<file path="config.mk">
export PLATFORM = sky130hd
export DESIGN_NAME = scan_responder
export DESIGN_NICKNAME = d
export VERILOG_FILES = /design/src/rtl/scan_pkg.sv /design/src/rtl/switch_debounce.sv /design/src/rtl/scan_responder.sv
export SDC_FILE = /design/constraint.sdc
export NUM_CORES = 1
export LEC_CHECK = 0
export CAP_MARGIN = 20
export CORE_MARGIN = 2
export CORE_UTILIZATION = 59
export CTS_BUF_LIST = sky130_fd_sc_hd__clkbuf_16
export DETAILED_ROUTE_END_ITERATION = 6
export DONT_BUFFER_PORTS = 1
export GPL_ROUTABILITY_DRIVEN = 0
export HOLD_SLACK_MARGIN = 0.03
export PLACE_DENSITY = 0.75
export SYNTH_ARGS = -nofsm -noshare
export SYNTH_HDL_FRONTEND = slang
export SYNTH_SLANG_ARGS = --single-unit
</file>
<file path="constraint.sdc">
create_clock -name clk -period 5 [get_ports clk]
set_input_delay 0.75 -clock clk [delete_from_list [all_inputs] [get_ports clk]]
set_output_delay 0.75 -clock clk [all_outputs]
set_load 0.1 [all_outputs]
</file>
<file path="src/rtl/scan_pkg.sv">
// Shared types and helpers for the panel-side scan responder.
package scan_pkg;

    localparam int unsigned SCAN_N_SECT = 8;
    localparam int unsigned SCAN_DATA_W = 3;

    typedef enum logic [1:0] {
        StIdle   = 2'd0,
        StSettle = 2'd1,
        StHold   = 2'd2,
        StError  = 2'd3
    } scan_state_t;

    function automatic logic is_one_hot(input logic [31:0] v);
        return (v != '0) && ((v & (v - 32'd1)) == '0);
    endfunction

    // Index of the lowest set bit; 0 when no bit is set.
    function automatic logic [4:0] lowest_idx(input logic [31:0] v);
        logic [4:0] idx;
        idx = '0;
        for (int i = 31; i >= 0; i--) begin
            if (v[i]) idx = 5'(i);
        end
        return idx;
    endfunction

endpackage

</file>
<file path="src/rtl/switch_debounce.sv">
// One local switch: 2-flop synchronizer followed by a DEB_CNT-sample debouncer.
module switch_debounce #(
    parameter int unsigned DEB_CNT = 16
) (
    input  logic clk,
    input  logic reset,
    input  logic sw_raw,
    output logic sw_stable
);

    localparam int unsigned CNT_W = $clog2(DEB_CNT + 1);

    logic             sw_s1_q;
    logic             sw_s2_q;
    logic [CNT_W-1:0] cnt_q;

    always_ff @(posedge clk) begin
        if (!reset) begin
            sw_s1_q   <= 1'b0;
            sw_s2_q   <= 1'b0;
            cnt_q     <= '0;
            sw_stable <= 1'b0;
        end else begin
            sw_s1_q <= sw_raw;
            sw_s2_q <= sw_s1_q;
            // Any agreeing sample restarts the run of disagreeing ones.
            if (sw_s2_q == sw_stable) begin
                cnt_q <= '0;
            end else if (cnt_q == CNT_W'(DEB_CNT - 1)) begin
                sw_stable <= sw_s2_q;
                cnt_q     <= '0;
            end else begin
                cnt_q <= cnt_q + 1'b1;
            end
        end
    end

endmodule

</file>
<file path="src/rtl/scan_responder.sv">
// Panel-side scan responder: demultiplexes scanned section data and returns switch state.
// Define SCAN_RESP_DEBOUNCE_EN to debounce the local switches.
module scan_responder
    import scan_pkg::*;
#(
    parameter int unsigned N_SECT  = SCAN_N_SECT,
    parameter int unsigned DATA_W  = SCAN_DATA_W,
    parameter int unsigned SETTLE  = 4,
    parameter int unsigned DEB_CNT = 16,
    parameter int unsigned TIMEOUT = 65535
) (
    input  logic                     clk,
    input  logic                     reset,
    input  logic [N_SECT-1:0]        selector,
    input  logic [DATA_W-1:0]        data_in,
    input  logic [N_SECT-1:0]        switches,
    output logic                     data_switch,
    output logic [N_SECT*DATA_W-1:0] section_data,
    output logic [N_SECT-1:0]        valid_sections,
    output logic                     frame_done,
    output logic                     sel_error,
    output logic                     stale
);

    localparam int unsigned IDX_W  = (N_SECT > 1) ? $clog2(N_SECT) : 1;
    localparam int unsigned SCNT_W = $clog2(SETTLE + 1);
    localparam int unsigned TCNT_W = $clog2(TIMEOUT + 1);

    logic [N_SECT-1:0]              sel_s1_q, sel_s2_q, sel_prev_q;
    logic [DATA_W-1:0]              din_s1_q, din_s2_q;
    scan_state_t                    state_q;
    logic [SCNT_W-1:0]              scnt_q;
    logic [TCNT_W-1:0]              tcnt_q;
    logic [N_SECT-1:0][DATA_W-1:0]  sect_q;
    logic [N_SECT-1:0]              sw_deb;

    logic             sel_changed, sel_one_hot, settle_done, capture, multi_hot;
    logic [IDX_W-1:0] sel_idx;

`ifdef SCAN_RESP_DEBOUNCE_EN
    for (genvar i = 0; i < N_SECT; i++) begin : g_deb
        switch_debounce #(
            .DEB_CNT (DEB_CNT)
        ) u_deb (
            .clk       (clk),
            .reset     (reset),
            .sw_raw    (switches[i]),
            .sw_stable (sw_deb[i])
        );
    end
`else
    logic [N_SECT-1:0] sw_s1_q;

    always_ff @(posedge clk) begin
        if (!reset) begin
            sw_s1_q <= '0;
            sw_deb  <= '0;
        end else begin
            sw_s1_q <= switches;
            sw_deb  <= sw_s1_q;
        end
    end
`endif

    always_comb begin
        sel_changed = (sel_s2_q != sel_prev_q);
        sel_one_hot = is_one_hot(32'(sel_s2_q));
        sel_idx     = IDX_W'(lowest_idx(32'(sel_s2_q)));
        // Counter was cleared on the change cycle, so this edge completes SETTLE stable cycles.
        settle_done = (state_q == StSettle) && (sel_s2_q != '0) && !sel_changed &&
                      ((scnt_q + 1'b1) == SCNT_W'(SETTLE - 1));
        capture     = settle_done && sel_one_hot;
        multi_hot   = settle_done && !sel_one_hot;
    end

    assign section_data = sect_q;

    always_ff @(posedge clk) begin
        if (!reset) begin
            sel_s1_q       <= '0;
            sel_s2_q       <= '0;
            sel_prev_q     <= '0;
            din_s1_q       <= '0;
            din_s2_q       <= '0;
            state_q        <= StIdle;
            scnt_q         <= '0;
            tcnt_q         <= '0;
            sect_q         <= '0;
            valid_sections <= '0;
            frame_done     <= 1'b0;
            sel_error      <= 1'b0;
            stale          <= 1'b0;
            data_switch    <= 1'b0;
        end else begin
            sel_s1_q   <= selector;
            sel_s2_q   <= sel_s1_q;
            sel_prev_q <= sel_s2_q;
            din_s1_q   <= data_in;
            din_s2_q   <= din_s1_q;
            frame_done <= 1'b0;

            unique case (state_q)
                StIdle: begin
                    if (sel_s2_q != '0) begin
                        state_q <= StSettle;
                        scnt_q  <= '0;
                    end
                end
                StSettle: begin
                    if (sel_s2_q == '0) begin
                        state_q <= StIdle;
                    end else if (sel_changed) begin
                        scnt_q <= '0;
                    end else if (capture) begin
                        state_q <= StHold;
                    end else if (multi_hot) begin
                        state_q   <= StError;
                        sel_error <= 1'b1;
                    end else begin
                        scnt_q <= scnt_q + 1'b1;
                    end
                end
                StHold, StError: begin
                    if (sel_changed) begin
                        if (sel_s2_q == '0) begin
                            state_q <= StIdle;
                        end else begin
                            state_q <= StSettle;
                            scnt_q  <= '0;
                        end
                    end
                end
            endcase

            // A capture takes priority over a timeout landing on the same edge.
            if (capture) begin
                sect_q[sel_idx]         <= din_s2_q;
                valid_sections[sel_idx] <= 1'b1;
                sel_error               <= 1'b0;
                stale                   <= 1'b0;
                tcnt_q                  <= '0;
                frame_done <= (sel_idx == IDX_W'(N_SECT - 1)) && (&(valid_sections | sel_s2_q));
            end else if (tcnt_q >= TCNT_W'(TIMEOUT - 1)) begin
                tcnt_q         <= TCNT_W'(TIMEOUT);
                stale          <= 1'b1;
                valid_sections <= '0;
            end else begin
                tcnt_q <= tcnt_q + 1'b1;
            end

            data_switch <= (sel_s2_q != '0) ? sw_deb[sel_idx] : 1'b0;
        end
    end

endmodule

</file>
==> impl_metrics.xml, run 1 <==
<?xml version="1.0" encoding="UTF-8"?>
<metrics>
  <group name="route">
    <metric name="drt_first_pass_iters" unit="">7</metric>
    <metric name="drc" unit="">1</metric>
    <metric name="wl_met1" unit="mm">3.179</metric>
    <metric name="route.vias.total" unit="">2686</metric>
    <metric name="vias_per_cell" unit="">5.573</metric>
    <metric name="route.detailed.wl_per_inst" unit="µm">15.16</metric>
    <metric name="total_routed_wirelength" unit="mm">7.308</metric>
    <metric name="met2_wire_len" unit="mm">3.531</metric>
    <metric name="routed-wl-met3" unit="µm">473</metric>
    <metric name="drt_iter0_markers" unit="">146</metric>
    <metric name="postRouteAntennaNets" unit="">0</metric>
    <metric name="route.top_layer_used" unit="">met4</metric>
  </group>
  <group name="layout">
    <metric name="mostFrequentLayoutCell" unit="">sky130_fd_sc_hd__dfxtp_1</metric>
    <metric name="finish.net_count" unit="">425</metric>
    <metric name="fin_cells" unit="">482</metric>
    <metric name="area_growth" unit="%">7.831</metric>
    <metric name="layout.filler_cells" unit="">504</metric>
    <metric name="most-common-layout-cells" unit="">103 x sky130_fd_sc_hd__dfxtp_1, 46 x sky130_fd_sc_hd__and2_1, 41 x sky130_fd_sc_hd__nand2_1</metric>
    <metric name="layout-drive-gt1-share" unit="%">6.173</metric>
    <metric name="num_antenna_cells" unit="">0</metric>
  </group>
  <group name="clock_tree">
    <metric name="cts_sinks" unit="">103</metric>
    <metric name="post_cts_resized" unit="">0</metric>
    <metric name="cts_made_buffers" unit="">9</metric>
    <metric name="worstSkewPairLatency" unit="ns">0.34</metric>
    <metric name="htree_num_levels" unit="">3</metric>
    <metric name="root_buffer" unit="">sky130_fd_sc_hd__clkbuf_16</metric>
    <metric name="postCtsHoldBufs" unit="">0</metric>
    <metric name="postCtsSetupBuffers" unit="">0</metric>
    <metric name="clkSlewWorstSetupHoldPaths" unit="ns">0.07</metric>
    <metric name="cts_max_path_buffers" unit="">2</metric>
    <metric name="cts_tree" unit="">yes</metric>
  </group>
  <group name="global_route">
    <metric name="first_global_vias" unit="">2638</metric>
    <metric name="overflow" unit="">0</metric>
    <metric name="grt_pass1_wl" unit="mm">12.45</metric>
    <metric name="global_route.usage.total" unit="%">21.81</metric>
    <metric name="grt_max_degree" unit="">83</metric>
    <metric name="number_of_antenna_violations_at_the_first_check_in_global_routing" unit="">0</metric>
  </group>
  <group name="setup_path">
    <metric name="endpoint_required_time_on_the_critical_path" unit="ns">5.27</metric>
    <metric name="arrival" unit="ns">2.79</metric>
    <metric name="timing.critical_path.from" unit="">sel_s2_q[4]</metric>
    <metric name="worstSetupStartpointType" unit="">flop</metric>
    <metric name="timing.setup.critical_path_class" unit="">flop to flop</metric>
    <metric name="cpPeakStageDelay" unit="ns">0.65</metric>
    <metric name="critPathBufInv" unit="">0</metric>
    <metric name="timing.rr.start" unit="">sel_s2_q[4]</metric>
    <metric name="critPathCaptureType" unit="">flop</metric>
    <metric name="timing.critical_path.cells" unit="">xor2_1 -&gt; nor4_2 -&gt; nand3_2 -&gt; nand3b_1 -&gt; a21boi_2 -&gt; a21boi_1</metric>
    <metric name="crit_fanout" unit="">15</metric>
    <metric name="timing.critical_path.slowest_stage_cell" unit="">sky130_fd_sc_hd__dfxtp_1</metric>
    <metric name="crit_family" unit="">simple AND/OR/NAND/NOR gates</metric>
  </group>
  <group name="yosys">
    <metric name="synthFlopType" unit="">sky130_fd_sc_hd__dfxtp_1</metric>
    <metric name="synth-edff-count" unit="">0</metric>
    <metric name="ys_warn_count" unit="">0</metric>
    <metric name="post_synth_instance_area" unit="µm²">3946</metric>
    <metric name="syn-num-nets" unit="">435</metric>
    <metric name="synth_top_cell_area_share" unit="%">52.25</metric>
    <metric name="ys_async_sr_fraction" unit="%">0</metric>
    <metric name="synth.top_cells.by_area" unit="">sky130_fd_sc_hd__dfxtp_1 52%, sky130_fd_sc_hd__and2_1 7.3%, sky130_fd_sc_hd__mux2i_1 6.1%</metric>
    <metric name="ys_types" unit="">48</metric>
    <metric name="ys_ff_latch" unit="">103</metric>
    <metric name="synth-seq-area-share" unit="%">52.25</metric>
    <metric name="syn_avg_cell_area" unit="µm²">9.625</metric>
    <metric name="synthCells" unit="">410</metric>
    <metric name="netlist.top_cell.by_area" unit="">sky130_fd_sc_hd__dfxtp_1</metric>
  </group>
  <group name="pwr">
    <metric name="power.static_leakage" unit="nW">1.701</metric>
    <metric name="report.power.total" unit="mW">1.619</metric>
    <metric name="peakVddDrop" unit="V">0.0003300</metric>
    <metric name="p_int" unit="mW">1.259</metric>
    <metric name="comb_power_share" unit="%">4.4</metric>
    <metric name="switchingPower" unit="mW">0.3598</metric>
    <metric name="seq_power_share" unit="%">53.1</metric>
    <metric name="power_frac_clock" unit="%">42.5</metric>
    <metric name="powerDensity" unit="nW/µm²">380.4</metric>
    <metric name="sw_frac_of_total" unit="%">22.23</metric>
  </group>
  <group name="timing">
    <metric name="final_count_of_pins_violating_max_slew" unit="">0</metric>
    <metric name="final.min_clock_period" unit="ns">2.517</metric>
    <metric name="timing.final.hold_violations" unit="">0</metric>
    <metric name="worst_relative_slew_slack" unit="%">26.30</metric>
    <metric name="fin_skew" unit="ns">0.009885</metric>
    <metric name="fin_crit_sh" unit="%">50.34</metric>
    <metric name="final-setup-viol-count" unit="">0</metric>
    <metric name="post-route-worst-setup-slack" unit="ns">2.483</metric>
    <metric name="tightestPinTransition" unit="ns">1.104</metric>
    <metric name="unrepaired_setup_endpoints_after_global_routing" unit="">false</metric>
    <metric name="clock.fmax" unit="GHz">0.3973</metric>
    <metric name="setup_total_negative_slack" unit="ns">0</metric>
  </group>
  <group name="floorplan">
    <metric name="dieWidth" unit="µm">85.79</metric>
    <metric name="die_area" unit="µm²">7359</metric>
    <metric name="core.rowCount" unit="">29</metric>
    <metric name="placeableCoreArea" unit="µm²">6422</metric>
    <metric name="fp.dieH" unit="µm">85.79</metric>
    <metric name="initial_utilization" unit="%">61.45</metric>
    <metric name="num_io_pins" unit="">57</metric>
  </group>
  <group name="placed_design">
    <metric name="dp_worst_setup_slack" unit="ns">2.547</metric>
    <metric name="detailedPlacementHpwl" unit="mm">5.024</metric>
    <metric name="placement.io_buffers" unit="">0</metric>
    <metric name="placedCellCount" unit="">466</metric>
  </group>
  <group name="worst_hold_path">
    <metric name="hold_path_class" unit="">flop to flop</metric>
    <metric name="holdCritStartpoint" unit="">sw_s1_q[2]</metric>
  </group>
  <group name="status">
    <metric name="violated_checks" unit="">design-rule violations</metric>
    <metric name="run_status" unit="">finished, violations left</metric>
  </group>
  <group name="job">
    <metric name="drv.max_cap_violation_count" unit="">0</metric>
  </group>
</metrics>
Yosys cell counts (3+ instances only):
cell	n
sky130_fd_sc_hd__or4_1	5
sky130_fd_sc_hd__nand3_1	20
sky130_fd_sc_hd__a21oi_1	22
sky130_fd_sc_hd__o21ai_0	9
sky130_fd_sc_hd__dfxtp_1	103
sky130_fd_sc_hd__ha_1	4
sky130_fd_sc_hd__inv_1	15
sky130_fd_sc_hd__and2_1	46
sky130_fd_sc_hd__a21boi_1	4
sky130_fd_sc_hd__a31oi_1	4
sky130_fd_sc_hd__clkbuf_1	16
sky130_fd_sc_hd__o21a_1	3
sky130_fd_sc_hd__buf_2	4
sky130_fd_sc_hd__xor2_1	18
sky130_fd_sc_hd__mux2i_1	24
sky130_fd_sc_hd__xnor2_1	5
sky130_fd_sc_hd__or3_1	3
sky130_fd_sc_hd__nand2_1	41
sky130_fd_sc_hd__o22ai_1	3
sky130_fd_sc_hd__a21boi_0	5
sky130_fd_sc_hd__nor4_1	5
sky130_fd_sc_hd__nor2_1	18
metal layers:
metal,vias up,track usage (%)
li1,1369,-
met1,1242,26.82
met2,62,35.09
met3,13,8.085
met4,0,8.225
met5,-,0
registers in the layout, summed over array words and instances (netlist names):
signal	flops
data_switch	1
din_s1_q	3
din_s2_q	3
frame_done	1
scnt_q	3
section_data	24
sel_error	1
sel_prev_q	8
sel_s1_q	8
sel_s2_q	8
stale	1
state_q	2
sw_deb	8
sw_s1_q	8
tcnt_q	16
valid_sections	8
stage by stage:
stage / area (µm²) / hold WS [ns] / util [%]
after floorplan: 3946 / 0.4119 / -
after global placement: 3959 / 0.4137 / 61.64
after detailed placement: 3959 / 0.4179 / 61.64
after CTS: 4255 / 0.4341 / 66.26
after global routing: 4255 / 0.4543 / 66.26
final: 4255 / 0.4331 / 66.26
final cells by class:
| cell class | count | area [µm²] | share of cell area (%) |
|---|---|---|---|
| inverters | 15 | 56.30 | 1.323 |
| multi-input cells | 271 | 1744 | 40.99 |
| clock buffers | 9 | 225.2 | 5.293 |
| well taps | 77 | 96.34 | 2.264 |
| flip-flops and latches | 103 | 2062 | 48.46 |
| clock inverters | 7 | 71.32 | 1.676 |
power by group through the flow:
stage	combinational, mW	clock (mW)	sequential [mW]
after CTS	0.0704	0.700	0.860
final	0.0710	0.688	0.860
after floorplan	0.0701	0	0.870
after global placement	0.0685	0	0.878
after detailed placement	0.0699	0	0.879
after global routing	0.0802	0.734	0.863
cell families after synthesis:
kind of cell,after synthesis,share of synthesized area (%)
buffers and inverters,36,3.551
adders and majority gates,5,1.522
DFF,103,52.25
muxes,24,6.087
xor gates and xnor gates,23,5.105
and+or+nand+nor,155,20.96
AOI/OAI and AO/OA,64,10.53
worst register-to-register path, cell delays in order, from the launching register on:
cell and delay (ns):
sky130_fd_sc_hd__dfxtp_1 0.65, sky130_fd_sc_hd__xor2_1 0.15, sky130_fd_sc_hd__nor4_2 0.52, sky130_fd_sc_hd__nand3_2 0.29
sky130_fd_sc_hd__nand3b_1 0.29, sky130_fd_sc_hd__a21boi_2 0.33, sky130_fd_sc_hd__a21boi_1 0.21
final timing paths:
kind	to	slack [ns]	cells past startpoint
max reg2reg	valid_sections[1]	2.48	6
min	sw_deb[2]	0.43	1
min reg2reg	sw_deb[2]	0.43	1
max	valid_sections[1]	2.48	6
Note: power is estimated with default switching activity, not from simulation.
==> run 2, diff against run 1 <==
--- a/config.mk
+++ b/config.mk
@@ -7,13 +7,13 @@
 export LEC_CHECK = 0
 export CAP_MARGIN = 20
 export CORE_MARGIN = 2
-export CORE_UTILIZATION = 59
+export CORE_UTILIZATION = 56
 export CTS_BUF_LIST = sky130_fd_sc_hd__clkbuf_16
 export DETAILED_ROUTE_END_ITERATION = 6
 export DONT_BUFFER_PORTS = 1
 export GPL_ROUTABILITY_DRIVEN = 0
 export HOLD_SLACK_MARGIN = 0.03
-export PLACE_DENSITY = 0.75
+export PLACE_DENSITY = 0.74
 export SYNTH_ARGS = -nofsm -noshare
 export SYNTH_HDL_FRONTEND = slang
 export SYNTH_SLANG_ARGS = --single-unit
==> constraint.sdc (replaced) <==
create_clock -name clk -period 2.2 [get_ports clk]
set_input_delay 0.33 -clock clk [delete_from_list [all_inputs] [get_ports clk]]
set_output_delay 0.33 -clock clk [all_outputs]
set_load 0.1 [all_outputs]
==> run 2 against run 1 <==
The run now ends clean. Cell area rose by 13%. First-iteration DRC count rose by 9.6%. Fmax rose by 18%. Total power rose by 130%. Cell count rose by 16%.
==> impl_metrics.xml, run 2 (same netlist as run 1, synthesis figures left out) <==
<?xml version="1.0" encoding="UTF-8"?>
<metrics>
  <group name="layout">
    <metric name="layout.filler_cells" unit="">492</metric>
    <metric name="largest_reg_flops" unit="">24</metric>
    <metric name="layout-drive-gt1-share" unit="%">20.91</metric>
    <metric name="num_antenna_cells" unit="">0</metric>
    <metric name="most-common-layout-cells" unit="">97 x sky130_fd_sc_hd__dfxtp_1, 53 x sky130_fd_sc_hd__buf_4, 46 x sky130_fd_sc_hd__and2_1</metric>
    <metric name="post-route-cell-area" unit="µm²">4803</metric>
    <metric name="finish.utilization" unit="%">70.70</metric>
    <metric name="finish.net_count" unit="">484</metric>
    <metric name="area_growth" unit="%">21.72</metric>
    <metric name="mostFrequentLayoutCell" unit="">sky130_fd_sc_hd__dfxtp_1</metric>
  </group>
  <group name="global_route">
    <metric name="first_global_vias" unit="">2680</metric>
    <metric name="grt_max_degree" unit="">83</metric>
    <metric name="grt_pass1_wl" unit="mm">12.59</metric>
    <metric name="global_route.usage.total" unit="%">21.53</metric>
    <metric name="overflow" unit="">0</metric>
    <metric name="number_of_antenna_violations_at_the_first_check_in_global_routing" unit="">0</metric>
  </group>
  <group name="timing">
    <metric name="fin_crit_sh" unit="%">97.05</metric>
    <metric name="timing.final.hold_violations" unit="">0</metric>
    <metric name="setup_total_negative_slack" unit="ns">0</metric>
    <metric name="clock.fmax" unit="GHz">0.4684</metric>
    <metric name="final-setup-viol-count" unit="">0</metric>
    <metric name="fin_skew" unit="ns">0.006160</metric>
    <metric name="final.min_clock_period" unit="ns">2.135</metric>
    <metric name="unrepaired_setup_endpoints_after_global_routing" unit="">true</metric>
    <metric name="final_count_of_pins_violating_max_slew" unit="">0</metric>
    <metric name="worst_relative_slew_slack" unit="%">65.21</metric>
    <metric name="post-route-worst-setup-slack" unit="ns">0.06499</metric>
    <metric name="tightestPinTransition" unit="ns">0.5218</metric>
  </group>
  <group name="clock_tree">
    <metric name="worstSkewPairLatency" unit="ns">0.34</metric>
    <metric name="cts_sinks" unit="">103</metric>
    <metric name="clkSlewWorstSetupHoldPaths" unit="ns">0.07</metric>
    <metric name="cts_made_buffers" unit="">9</metric>
    <metric name="root_buffer" unit="">sky130_fd_sc_hd__clkbuf_16</metric>
    <metric name="cts_max_path_buffers" unit="">2</metric>
    <metric name="cts_tree" unit="">yes</metric>
    <metric name="htree_num_levels" unit="">3</metric>
  </group>
  <group name="route">
    <metric name="route.vias.total" unit="">3006</metric>
    <metric name="postRouteAntennaNets" unit="">0</metric>
    <metric name="drc" unit="">0</metric>
    <metric name="total_routed_wirelength" unit="mm">8.158</metric>
    <metric name="drt_iter0_markers" unit="">160</metric>
    <metric name="route.detailed.wl_per_inst" unit="µm">14.57</metric>
    <metric name="drt_first_pass_iters" unit="">4</metric>
    <metric name="vias_per_cell" unit="">5.368</metric>
  </group>
  <group name="placed_design">
    <metric name="place_area" unit="µm²">4358</metric>
    <metric name="detailedPlacementHpwl" unit="mm">5.404</metric>
    <metric name="placement.io_buffers" unit="">0</metric>
    <metric name="dp_worst_setup_slack" unit="ns">0.04142</metric>
  </group>
  <group name="floorplan">
    <metric name="core.rowCount" unit="">30</metric>
    <metric name="num_io_pins" unit="">57</metric>
    <metric name="fp.dieH" unit="µm">87.95</metric>
    <metric name="initial_utilization" unit="%">58.08</metric>
    <metric name="placeableCoreArea" unit="µm²">6794</metric>
    <metric name="die_area" unit="µm²">7734</metric>
    <metric name="dieWidth" unit="µm">87.95</metric>
  </group>
  <group name="setup_path">
    <metric name="critPathCaptureType" unit="">flop</metric>
    <metric name="endpoint_required_time_on_the_critical_path" unit="ns">2.46</metric>
    <metric name="r2r_slack" unit="ns">0.06</metric>
    <metric name="arrival" unit="ns">2.39</metric>
    <metric name="crit_fanout" unit="">4</metric>
    <metric name="r2r.worst_path.cells" unit="">7</metric>
    <metric name="timing.setup.critical_path_class" unit="">flop to flop</metric>
    <metric name="worstSetupStartpointType" unit="">flop</metric>
  </group>
  <group name="pwr">
    <metric name="powerDensity" unit="nW/µm²">782.3</metric>
    <metric name="report.power.total" unit="mW">3.758</metric>
    <metric name="power.static_leakage" unit="nW">2.033</metric>
    <metric name="peakVddDrop" unit="V">0.0005977</metric>
  </group>
  <group name="worst_hold_path">
    <metric name="hold_path_class" unit="">input port to flop</metric>
    <metric name="cells_on_worst_hold_path" unit="">1</metric>
  </group>
  <group name="job">
    <metric name="drv.max_cap_violation_count" unit="">0</metric>
  </group>
  <group name="status">
    <metric name="run_status" unit="">completed</metric>
  </group>
</metrics>
run 2: per-layer routing:
metal | wire [µm] | global-route usage, % | vias up
li1 | - | - | 1486
met1 | 3481 | 25.98 | 1424
met2 | 4086 | 36.09 | 84
met3 | 451 | 6.692 | 12
met4 | 139 | 8.112 | 0
met5 | 0 | 0 | -
run 2: where the power goes:
group / internal (mW) / switching (mW)
registers: 1.91 / 0.0232
clock network: 0.896 / 0.696
logic: 0.106 / 0.126
run 2: area by class of cell:
cell class	instances	area, µm²	area share, %
Clock inverter	7	77.57	1.615
Clock buffer	9	225.2	4.689
Sequential cell	103	2069	43.08
Multi-Input combinational cell	271	1789	37.25
Timing Repair Buffer	59	465.4	9.690
Tap cell	96	120.1	2.501
Inverter	15	56.30	1.172
run 2: path summary, 6_finish.rpt:
| kind | start | end |
|---|---|---|
| max reg2reg | sel_s2_q[0] | section_data[0] |
| max | sel_s2_q[0] | section_data[0] |
| min | reset | sw_s1_q[2] |
| min reg2reg | sel_s1_q[7] | sel_s2_q[7] |
run 2: metrics by stage:
| step | cells | hold WS (ns) |
|---|---|---|
| global placement | 535 | 0.4156 |
| finish | 560 | 0.1047 |
| global route | 560 | 0.09302 |
| CTS | 551 | 0.09811 |
| floorplan | 410 | 0.4119 |
| detailed placement | 535 | 0.4169 |
run 2: what timing repair did:
item,CTS,global route
buffers inserted,0,9
pin swaps,0,4
setup endpoints to repair,1,29
gates resized for setup,1,23
hold buffers,0,0
run 2: worst max-delay path, stage by stage (launching register included):
cell and delay [ns]:
sky130_fd_sc_hd__dfxtp_2 0.32, sky130_fd_sc_hd__or4_4 0.55, sky130_fd_sc_hd__buf_4 0.17, sky130_fd_sc_hd__o211ai_1 0.20, sky130_fd_sc_hd__o31ai_2 0.13, sky130_fd_sc_hd__nor2b_2 0.20, sky130_fd_sc_hd__nand3_1 0.21, sky130_fd_sc_hd__mux2i_1 0.27
==> RTL change 1, RTL diff (flow settings as in run 2) <==
Build with the macro `SCAN_RESP_DEBOUNCE_EN` defined.
--- a/src/rtl/scan_responder.sv
+++ b/src/rtl/scan_responder.sv
@@ -1,5 +1,7 @@
 // Panel-side scan responder: demultiplexes scanned section data and returns switch state.
 // Define SCAN_RESP_DEBOUNCE_EN to debounce the local switches.
+`define SCAN_RESP_DEBOUNCE_EN
+
 module scan_responder
     import scan_pkg::*;
 #(
Formal check against the unedited RTL: not equivalent (Yosys sat finds a counterexample within 4 cycles, from zero or initial values and one cycle with reset low).
==> RTL change 1 against run 2 <==
Synthesized area grew 52%; cell area grew 47%; first-iteration DRC count grew 25%; maximum frequency is essentially flat; hold slack lost 67 ps; total power grew 54%; synthesized cell count grew 50%; setup slack is essentially flat; final cell count grew 45%; largest power group unchanged; sequential share of layout area shrank 0.41 points; routed wire length grew 47%; sequential power grew 46%; utilization shrank 2.4 points; sequential cell count grew 48.
==> RTL change 1: results (changes against run 2) <==
Route
  – Wl on met1: 5.057 mm (+45%)
  – Initial DRC Count: 200 (+25%)
  – Routed len/inst: 14.69 um (+0.87%)
  – Vias after detailed routing: 4475 (+49%)
  – Met2 WL: 6.084 mm (+49%)
  – Met3 WL: 524 um (+16%)
  – Vias per Instance: 5.498 (+2.4%)

Yosys
  – Syn nets: 658 (+51%)
  – Synth top area cells: dfxtp_1, and2_1, xnor2_1, ha_1, nor2_1
  – Commonest cells in the synthesized netlist: dfxtp_1, nor2_1, and2_1
  – Netlist cell types: 62 (+29%)
  – Post-synth ARST share: 0% (unchanged)
  – Sequential element share of the synthesized area: 50.28% (-2.0 points)
  – Mean Syn Cell Area: 9.744 um2 (+1.2%)
  – Synth Warn #: 0 (unchanged)

Global routing
  – First-pass GRT wire length: 20.18 mm (+60%)
  – Met1 Use GR: 25.26% (-0.72 points)
  – Vias in the first global route: 4564 (+70%)
  – Largest net degree at the start of global routing: 68 (-18%)
  – GRT Util Overall: 21.99% (+0.46 points)
  – Met3 usage: 4.237% (-2.5 points)
  – Met2 Usage GRT: 39.26% (+3.2 points)

Clocking
  – Clk root buf: clkbuf_16
  – H-tree depth: 4 (+1)
  – Postcts setup bufs: 1 (+1)
  – TritonCTS Buffers: 17 (+8)
  – Skew-Pair Late Insertion Delay: 410 ps (+70 ps)
  – PostCTS Resize Cnt: 0 (-1)

Power
  – LEAKAGE: 2.743 nW (+35%)
  – Peak supply drop: 0.6117 mV (+2.3%)

Placement
  – DP HPWL: 8.506 mm (+57%)
  – IO buf count: 0 (unchanged)
  – Pre-CTS setup slack: 3.838 ps (-37.58 ps)
  – Cells after DPL: 781 (+46%)
  – Placed cell area: 0.006477 mm2 (+49%)

Critical path
  – Critical Path AT: 2480 ps (+90 ps)
  – CP Launch Type: flop
  – Worst r2r path cells: 6 (-1)
  – RR Startpoint: sel_s2_q[3]
  – Delay of the slowest cell on the worst path: 580 ps (+30 ps)
  – CP max-delay cell: or4_4
  – CP startpoint: sel_s2_q[3]
  – Reg-to-reg endpoint: tcnt_q[6]
  – Max FO, Critical Path: 18 (+14)

Finish
  – Filler cells: 797 (+62%)
  – Number of flip-flops under the largest register name: 40 (+67%)
  – Fraction of layout instances using a drive strength above 1: 16.67% (-4.2 points)
  – Post-layout net count: 706 (+46%)
  – Diode count: 0 (unchanged)
  – Area Overhead vs Synth: 17.84%

Worst hold path
  – Worst Hold Launch: selector[6]
  – WHS Endpoint: sel_s1_q[6]

STA
  – Clock Skews: 6.567 ps (+0.4067 ps)
  – Worst hold slack: 37.81 ps (-66.90 ps)
  – Final period utilization: 97.06% (about the same)
  – Slew @ Worst Pin: 637.9 ps (+116.1 ps)

Run status
  – Status: complete, no violations
[RTL change 1: cell types whose count changed in the layout (fill, tap and decap cells not counted), sizes merged, moves of 8 or more]
cell,delta
a21oi,+15
and3,+15
clkbuf,+8
dfxtp,+48
ha,+16
inv,+8
nand2,-15
nand4,+9
nor2,+45
xnor2,+26
[RTL change 1: kinds of logic after synthesis]
group | synth area share, %
multiplexers | 3.496
XOR/XNOR | 6.993
adder cells (fa/ha/maj) | 4.329
buffers and inverters | 4.100
AND/OR/NAND/NOR | 21.29
AO/OA/AOI/OAI | 9.511
flip-flops | 50.28
[RTL change 1: layout make-up]
class                      count  area share [%]
sequential                   151           42.67
multi-input combinational    412           39.33
timing repair buffer          60           6.535
clock buffer                  17           6.005
tap                          136           2.402
clock inverter                15           1.837
inverter                      23           1.219
[RTL change 1: power breakdown]
group | total, mW | internal (mW) | switching, mW | leakage, nW
clock network | 2.69 | 1.56 | 1.13 | 0.263
registers | 2.82 | 2.78 | 0.0355 | 1.23
logic | 0.293 | 0.119 | 0.174 | 1.25
==> RTL change 2, RTL diff (settings of run 2) <==
Without the edit above. Add an input register stage for `selector` and `data_in`, with the module's reset; this delays them by one clock. The other inputs are not delayed to match.
--- a/src/rtl/scan_responder.sv
+++ b/src/rtl/scan_responder.sv
@@ -25,6 +25,19 @@
     localparam int unsigned IDX_W  = (N_SECT > 1) ? $clog2(N_SECT) : 1;
     localparam int unsigned SCNT_W = $clog2(SETTLE + 1);
     localparam int unsigned TCNT_W = $clog2(TIMEOUT + 1);
+
+    logic [N_SECT-1:0] selector_q;
+    logic [DATA_W-1:0] data_q;
+
+    always_ff @(posedge clk) begin
+        if (!reset) begin
+            selector_q <= '0;
+            data_q     <= '0;
+        end else begin
+            selector_q <= selector;
+            data_q     <= data_in;
+        end
+    end
 
     logic [N_SECT-1:0]              sel_s1_q, sel_s2_q, sel_prev_q;
     logic [DATA_W-1:0]              din_s1_q, din_s2_q;
@@ -92,10 +105,10 @@
             stale          <= 1'b0;
             data_switch    <= 1'b0;
         end else begin
-            sel_s1_q   <= selector;
+            sel_s1_q   <= selector_q;
             sel_s2_q   <= sel_s1_q;
             sel_prev_q <= sel_s2_q;
-            din_s1_q   <= data_in;
+            din_s1_q   <= data_q;
             din_s2_q   <= din_s1_q;
             frame_done <= 1'b0;
 
Function: changed (Yosys sat finds a counterexample within 4 cycles, from zero or initial values and one cycle with reset low).
==> RTL change 2 against run 2 <==
Via count up 9.0%; count of clock-buffer cells in the layout up 8; final cell count up 8.6%; first-iteration DRC count up 49%; cell area up 16%; clock skew up 11 ps; sequential cell count up 11; sequential power up 11%; total power up 34%; hold slack worse by 55 ps; routed wire length up 12%; setup slack worse by 56 ps; synthesized area up 12%.
==> RTL change 2: results (changes against run 2) <==
Run status
  – Status: complete, no violations

Global routing
  – Vias in the first global route: 3174 (+18%)
  – First-pass GRT wire length: 14.86 mm (+18%)

STA
  – Slew @ Worst Pin: 608.3 ps (+86.50 ps)
  – Setup ws final: 8.568 ps (-56.42 ps)

Critical path
  – Critical Path AT: 2520 ps (+130 ps)
  – Worst r2r path cells: 6 (-1)

Route
  – First-pass DRT Iterations: 6 (+2)
  – Routed len/inst: 15.00 um (+3.0%)
  – Initial DRC Count: 239 (+49%)

Power
  – Peak supply drop: 0.5603 mV (-6.3%)
  – LEAKAGE: 2.305 nW (+13%)

Placement
  – Pre-CTS setup slack: -46.79 ps (-88.21 ps)
  – Cells after DPL: 571 (+6.7%)
  – Placed cell area: 0.004881 mm2 (+12%)
  – DP HPWL: 5.789 mm (+7.1%)

Yosys
  – Post-synthesis adder-cell area fraction: 1.364% (-0.16 points)
  – Netlist cell types: 51 (+6.3%)
  – Mux contribution to synthesized area: 5.456% (-0.63 points)
  – Mapped Cells: 435 (+6.1%)
  – Commonest cells in the synthesized netlist: dfxtp_1, and2_1, nand2_1
  – Sequential element share of the synthesized area: 51.83% (-0.42 points)
  – Synth top area cells: dfxtp_1, and2_1, mux2i_1, nand2_1, xnor2_1

Clocking
  – H-tree depth: 4 (+1)
  – Skew-Pair Late Insertion Delay: 410 ps (+70 ps)

Finish
  – Multi-input gates: 285 (+5.2%)
  – Fin cells: 608 (+8.6%)
  – Number of non-clock inverters in the layout: 11 (-4)
  – Final clock-cell share: 10.42% (+4.1 points)
  – Clock buffers: 17 (+8)
  – Layout sequential cell count: 114 (+11%)
  – Finished Cell Area: 0.005569 mm2 (+16%)

Worst hold path
  – Worst Hold Launch: selector[6]

Floorplan
  – Std-Cell Rows: 32 (+6.7%)
[RTL change 2: timing repair]
action | CTS | global route
gates resized for setup | 9 | 6
pin swaps | 1 | 7
setup endpoints to repair | 47 | 50
cloned | 1 | 1
setup buffers | 3 | 1
[RTL change 2: where the power goes]
group	total, mW	switching (mW)	leakage, nW	internal (mW)
Clock	2.64	0.972	0.272	1.67
Combinational	0.258	0.144	1.10	0.113
Sequential	2.14	0.0252	0.929	2.12
Total	5.04	1.14	2.30	3.90
[RTL change 2: through the flow]
step	hold slack (ps)	total power, mW
after floorplan	411.9	2.348
after global placement	414.8	2.408
after detailed placement	416.9	2.416
after CTS	37.82	5.065
after global routing	33.46	5.205
final	49.56	5.042
[RTL change 2: per-layer routing]
metal / track usage [%] / part of all wire [%] / vias up
met2: 35.83 / 48 / 137
met5: 0 / 0 / -
met3: 7.242 / 7.5 / 12
li1: - / - / 1619
met4: 9.436 / 1.2 / 0
met1: 27.36 / 43 / 1509
